===== src/rtl/stg_defs.sv =====
// Shared playfield geometry and laser FSM encoding for the player/laser stages.
package stg_defs;

    localparam int MAX_X   = 384;
    localparam int MAX_Y   = 448;
    localparam int HALF_W  = 8;
    localparam int HALF_H  = 12;
    localparam int SPAWN_X = 192;
    localparam int SPAWN_Y = 400;

    localparam logic signed [10:0] X_LO = 11'(HALF_W);
    localparam logic signed [10:0] X_HI = 11'(MAX_X - 1 - HALF_W);
    localparam logic signed [10:0] Y_LO = 11'(HALF_H);
    localparam logic signed [10:0] Y_HI = 11'(MAX_Y - 1 - HALF_H);

    typedef enum logic [1:0] {
        READY    = 2'd0,
        FIRING   = 2'd1,
        OVERHEAT = 2'd2
    } laser_state_e;

    // Signed compare so a step past zero clamps to lo instead of wrapping.
    function automatic logic [9:0] clamp_pos(input logic signed [10:0] v,
                                             input logic signed [10:0] lo,
                                             input logic signed [10:0] hi);
        if (v < lo) return lo[9:0];
        if (v > hi) return hi[9:0];
        return v[9:0];
    endfunction

endpackage


===== src/rtl/btn_sync.sv =====
// Two-flop synchroniser for a bus of independent asynchronous button inputs.
module btn_sync #(
    parameter int WIDTH = 1
) (
    input  logic             clk,
    input  logic             reset,
    input  logic [WIDTH-1:0] din,
    output logic [WIDTH-1:0] dout
);

    logic [WIDTH-1:0] meta;

    always_ff @(posedge clk or posedge reset) begin
        if (reset) begin
            meta <= '0;
            dout <= '0;
        end else begin
            meta <= din;
            dout <= meta;
        end
    end

endmodule


===== src/rtl/player_ctrl.sv =====
// Player ship controller: button sync, tick-rate movement with clamping, laser energy FSM.
//   state    | meaning
//   READY    | laser idle, energy recharging on ticks
//   FIRING   | laser active, energy draining on ticks
//   OVERHEAT | fire locked out until energy is full again
module player_ctrl
    import stg_defs::*;
#(
    parameter int TICK_DIV   = 2000000,
    parameter int STEP_FAST  = 3,
    parameter int STEP_SLOW  = 1,
    parameter int ENERGY_MAX = 255,
    parameter int DRAIN      = 2,
    parameter int RECHARGE   = 1
) (
    input  logic       clk,
    input  logic       reset,
    input  logic       btn_up,
    input  logic       btn_down,
    input  logic       btn_left,
    input  logic       btn_right,
    input  logic       btn_fire,
    input  logic       btn_focus,
    output logic [9:0] player_x,
    output logic [9:0] player_y,
    output logic       shooting,
    output logic       overheat,
    output logic [7:0] energy,
    output logic       game_tick
);

    localparam int CNT_W = (TICK_DIV > 1) ? $clog2(TICK_DIV) : 1;
    localparam logic [CNT_W-1:0] TC_LAST = CNT_W'(TICK_DIV - 1);
    localparam logic [8:0] E_MAX9  = 9'(ENERGY_MAX);
    localparam logic [7:0] E_MAX8  = 8'(ENERGY_MAX);
    localparam logic [8:0] E_DRN9  = 9'(DRAIN);
    localparam logic [7:0] E_DRN8  = 8'(DRAIN);
    localparam logic [8:0] E_RCH9  = 9'(RECHARGE);

    logic [5:0] btn_s;
    logic       up_s, down_s, left_s, right_s, fire_s, focus_s;

    btn_sync #(.WIDTH(6)) u_btn_sync (
        .clk   (clk),
        .reset (reset),
        .din   ({btn_focus, btn_fire, btn_right, btn_left, btn_down, btn_up}),
        .dout  (btn_s)
    );

    assign {focus_s, fire_s, right_s, left_s, down_s, up_s} = btn_s;

    logic [CNT_W-1:0] tick_cnt;

    always_ff @(posedge clk or posedge reset) begin
        if (reset) begin
            tick_cnt  <= '0;
            game_tick <= 1'b0;
        end else begin
            game_tick <= (tick_cnt == TC_LAST);
            tick_cnt  <= (tick_cnt == TC_LAST) ? '0 : tick_cnt + 1'b1;
        end
    end

    logic signed [10:0] step, dx, dy, x_new, y_new;

    always_comb begin
        step = focus_s ? 11'(STEP_SLOW) : 11'(STEP_FAST);
        dx   = '0;
        dy   = '0;
        if (right_s && !left_s)      dx = step;
        else if (left_s && !right_s) dx = -step;
        if (down_s && !up_s)         dy = step;
        else if (up_s && !down_s)    dy = -step;
        x_new = $signed({1'b0, player_x}) + dx;
        y_new = $signed({1'b0, player_y}) + dy;
    end

    always_ff @(posedge clk or posedge reset) begin
        if (reset) begin
            player_x <= 10'(SPAWN_X);
            player_y <= 10'(SPAWN_Y);
        end else if (game_tick) begin
            player_x <= clamp_pos(x_new, X_LO, X_HI);
            player_y <= clamp_pos(y_new, Y_LO, Y_HI);
        end
    end

    laser_state_e state, state_nx;
    logic [7:0]   energy_nx, e_up_sat, e_dn;
    logic [8:0]   e_up;

    always_comb begin
        state_nx  = state;
        energy_nx = energy;
        e_up      = {1'b0, energy} + E_RCH9;
        e_up_sat  = (e_up >= E_MAX9) ? E_MAX8 : e_up[7:0];
        e_dn      = ({1'b0, energy} >= E_DRN9) ? (energy - E_DRN8) : 8'd0;
        case (state)
            READY: begin
                if (game_tick) energy_nx = e_up_sat;
                if (fire_s && ({1'b0, energy} >= E_DRN9)) state_nx = FIRING;
            end
            FIRING: begin
                // Releasing fire wins over a coincident tick, so no drain is charged.
                if (!fire_s) begin
                    state_nx = READY;
                end else if (game_tick) begin
                    energy_nx = e_dn;
                    if ({1'b0, e_dn} < E_DRN9) state_nx = OVERHEAT;
                end
            end
            OVERHEAT: begin
                if (game_tick) begin
                    energy_nx = e_up_sat;
                    if ({1'b0, e_up_sat} >= E_MAX9) state_nx = READY;
                end
            end
            default: state_nx = READY;
        endcase
    end

    always_ff @(posedge clk or posedge reset) begin
        if (reset) begin
            state    <= READY;
            energy   <= E_MAX8;
            shooting <= 1'b0;
            overheat <= 1'b0;
        end else begin
            state    <= state_nx;
            energy   <= energy_nx;
            shooting <= (state == FIRING);
            overheat <= (state == OVERHEAT);
        end
    end

endmodule


===== config.mk =====
export PLATFORM = sky130hd
export DESIGN_NAME = player_ctrl
export DESIGN_NICKNAME = d
export VERILOG_FILES = /design/src/rtl/stg_defs.sv /design/src/rtl/btn_sync.sv /design/src/rtl/player_ctrl.sv
export SDC_FILE = /design/constraint.sdc
export NUM_CORES = 1
export LEC_CHECK = 0
export ABC_AREA = 0
export BUFFER_PORTS_ARGS = -buffer_cell sky130_fd_sc_hd__buf_2
export CAP_MARGIN = 20
export CELL_PAD_IN_SITES_DETAIL_PLACEMENT = 1
export CELL_PAD_IN_SITES_GLOBAL_PLACEMENT = 1
export CORE_MARGIN = 5
export CORE_UTILIZATION = 50
export DETAILED_ROUTE_END_ITERATION = 12
export PLACE_DENSITY = 0.86
export SYNTH_ARGS = -nofsm -noshare
export SYNTH_HDL_FRONTEND = slang
export SYNTH_HIERARCHICAL = 1
export SYNTH_SLANG_ARGS = --single-unit

===== constraint.sdc =====
create_clock -name clk -period 7.56 [get_ports clk]
set_clock_uncertainty 0.05 [all_clocks]
set_input_delay 0.378 -clock clk [delete_from_list [all_inputs] [get_ports clk]]
set_output_delay 0.378 -clock clk [all_outputs]
set_load 0.02 [all_outputs]

==> impl_metrics.tcl <==
set metrics [dict create \
    status "finished, final reports clean" \
    synth_edf_count 0 \
    num-fill-cells 979 \
    syn_inst 458 \
    fin_cells 605 \
    relSlewSlack_pct 41.5 \
    grt_pass1_vias 3822 \
    syn_area_per_cell_um2 9.39 \
    switching_share_pct 24.1 \
    crit_path_start_kind "flop" \
    crit_chain "inv_1, ha_1, inv_1, o21ai_0, ha_1, a211oi_2, o21ai_1, a211o_1, a211oi_1, a21boi_0, a311oi_1" \
    p_switching_mw 0.181 \
    clockPowerShare_pct 45.0 \
    ir_drop_mv 0.119 \
    viasPerCell 5.89 \
    tightest_slew_ps 871 \
    crit_required_ps 7710 \
    rsz0062_at_grt "false" \
    final_cell_mix "53 x dfrtp_1, 45 x nor2_1, 38 x buf_2, 32 x nand2_1, 31 x ha_1" \
    synth_cell_types 76 \
    post_cts_resized 0 \
    setup-tns-final_ps 0 \
    synth-warning-count 6 \
    p_comb_share_pct 7.2 \
    coreArea_um2 8300 \
    drv_slew 0 \
    drtIter0Drc 69 \
    finalHoldViolations 0 \
    cp.arrival_ps 3550 \
    worstPathMaxFanout 5 \
    area_growth_pct 11.3 \
    clkLatencyLatePin_ps 350 \
    cts_hold_buf 0 \
    dieArea_um2 10600 \
    totalWireLength_mm 10.9 \
    period_share_pct 45.0 \
    vias 3565 \
    gr-total-overflow 0 \
    root_buffer "clkbuf_8" \
    drive_above_1_share_pct 17.2 \
    fin_crit_ps 3400 \
    postSynth.asyncResetShare_pct 100 \
    place_congestion 0.893 \
    track_usage_pct 21.8 \
    path_class "reg2reg" \
    die_x_um 103 \
    drv_cap 0 \
    critical-path-max-stage-delay_ps 550 \
    io_pins 39 \
    antenna_found_initial 0 \
    grt_max_degree 55 \
    clkSinkCount 66 \
    fmax_ghz 0.294 \
    drt-wirelength-per-cell_um 18.1 \
    final_common_cell "dfrtp_1" \
    critPathCaptureType "flop" \
    drtAntennaViolNets 0 \
    power_density_nw_per_um2 157 \
    cts_buffers 9 \
    dr.pass1.iters 4 \
    p_int_mw 0.570 \
    grt_pass1_wl_mm 18.3 \
    netlist_area_um2 4300 \
    post_cts_buffers 0 \
    n_antenna_cell 0 \
    syn_nets 499 \
    ys_seq_area_share_pct 38.8 \
    ys_seq_elements 66 \
    crit_path_top_delay_cell "a21boi_0" \
    rows 33 \
    drcViolationCount 0 \
    synth_ff_type "dfrtp_1" \
    die_y_um 103 \
    portBuffers 38 \
    htreeDepth 3 \
    fin_nets 536 \
    power_frac_seq_pct 47.8 \
    place_inst 589 \
    min_path_type "in2async" \
    cts.clk_slew.worst_paths_ps 70 \
    cts_tree "done" \
    dp_hpwl_mm 8.20 \
    clock_path_buffers 2 \
    setup_viol 0 \
    p_leak_nw 2.22 \
    start_util_pct 51.8 \
]
-- flip-flops by register name, indices dropped and copies added (netlist names) --
signal / flops
shooting: 1
u_btn_sync/dout: 6
state: 2
overheat: 1
tick_cnt: 21
energy: 8
u_btn_sync/meta: 6
game_tick: 1
player_x: 10
player_y: 10
-- layer usage --
layer | wire, µm | up-vias | global-route usage, %
met1 | 4780 | 1749 | 26.9
met2 | 5460 | 62 | 38.6
met5 | 0 | - | 0
met4 | 191 | 0 | 5.58
li1 | - | 1733 | -
met3 | 498 | 21 | 5.07
-- stage by stage --
step                      setup slack, ps  hold slack (ps)  utilization [%]  power (mW)  cell area (µm²)
after floorplan                      4600              193                -       0.404             4300
after global routing                 3890             38.5             57.7       0.779             4790
after CTS                            4120             7.67             57.7       0.758             4790
after global placement               4220              282             55.0       0.415             4560
final                                4160            0.450             57.7       0.751             4790
after detailed placement             4160              291             55.0       0.420             4560
-- kinds of logic after synthesis --
group / share of synthesized area, %
buf+inv: 4.30
flops: 38.8
xor+xnor: 7.13
mux: 1.16
fa+ha+maj: 9.95
compound gates: 18.3
simple gates: 20.4
-- cell type report --
cell class	instances	area (µm²)	area share [%]
clock buffer	10	138	2.87
sequential	66	1670	34.8
multi-input combinational	349	2450	51.1
tap	105	131	2.74
clock inverter	6	88.8	1.86
timing repair buffer	40	205	4.29
inverter	29	109	2.27
-- synthesized netlist by cell type (2+ instances only) --
library cell | count | share of area [%]
clkbuf_1 | 10 | 0.87
o21a_1 | 5 | 0.87
a21o_1 | 5 | 0.87
o32a_1 | 2 | 0.47
o21ai_1 | 4 | 0.47
nor4_1 | 4 | 0.58
dfstp_2 | 13 | 7.9
o2bb2ai_1 | 2 | 0.41
a21oi_1 | 22 | 2.6
xor2_1 | 12 | 2.4
nor2_1 | 45 | 3.9
nor4b_1 | 2 | 0.41
a22o_1 | 2 | 0.41
o21ai_0 | 17 | 2.0
nand3_1 | 18 | 2.1
a311o_1 | 2 | 0.47
and3_1 | 10 | 1.5
nand2b_1 | 4 | 0.58
nand2_1 | 32 | 2.8
a311oi_1 | 4 | 0.81
dfrtp_1 | 53 | 31
a211oi_2 | 2 | 0.58
nand4_1 | 7 | 1.0
nor2b_1 | 10 | 1.5
a2111o_1 | 2 | 0.52
a211oi_1 | 10 | 1.7
a31oi_1 | 4 | 0.58
fa_1 | 2 | 0.93
ha_1 | 31 | 9.0
and4_1 | 3 | 0.61
xnor2_1 | 23 | 4.7
nor3b_1 | 4 | 0.70
inv_1 | 28 | 2.4
nor3_1 | 14 | 1.6
or3_1 | 2 | 0.29
mux2i_1 | 5 | 1.2
o32ai_1 | 4 | 0.81
-- critical path: cells and delay by family, from the launching register on --
family | cells | cell delay, ps
AOI/OAI and AO/OA | 7 | 2200
adders and majority gates | 2 | 470
DFF | 1 | 410
buffers and inverters | 2 | 120
-- power groups by stage --
stage	Sequential, mW	Combinational (mW)	Clock [mW]
after CTS	0.359	0.0551	0.345
final	0.359	0.0542	0.338
after global routing	0.359	0.0612	0.359
after detailed placement	0.365	0.0543	0
after global placement	0.365	0.0505	0
after floorplan	0.364	0.0401	0
-- worst paths after layout --
check                              startpoint            endpoint  slack, ps  depth (start not counted)
max                        u_btn_sync/dout[2]         player_x[2]       4160                         11
min                                     reset  u_btn_sync/meta[0]        0.5                          2
max reg2reg                u_btn_sync/dout[2]         player_x[2]       4160                         11
min reg2reg                u_btn_sync/meta[4]  u_btn_sync/dout[4]        300                          0
max in group asynchronous               reset         player_x[9]       6830                          3
min in group clk                     btn_down  u_btn_sync/meta[1]         90                          1
Note: power is estimated with default switching activity, not from simulation.
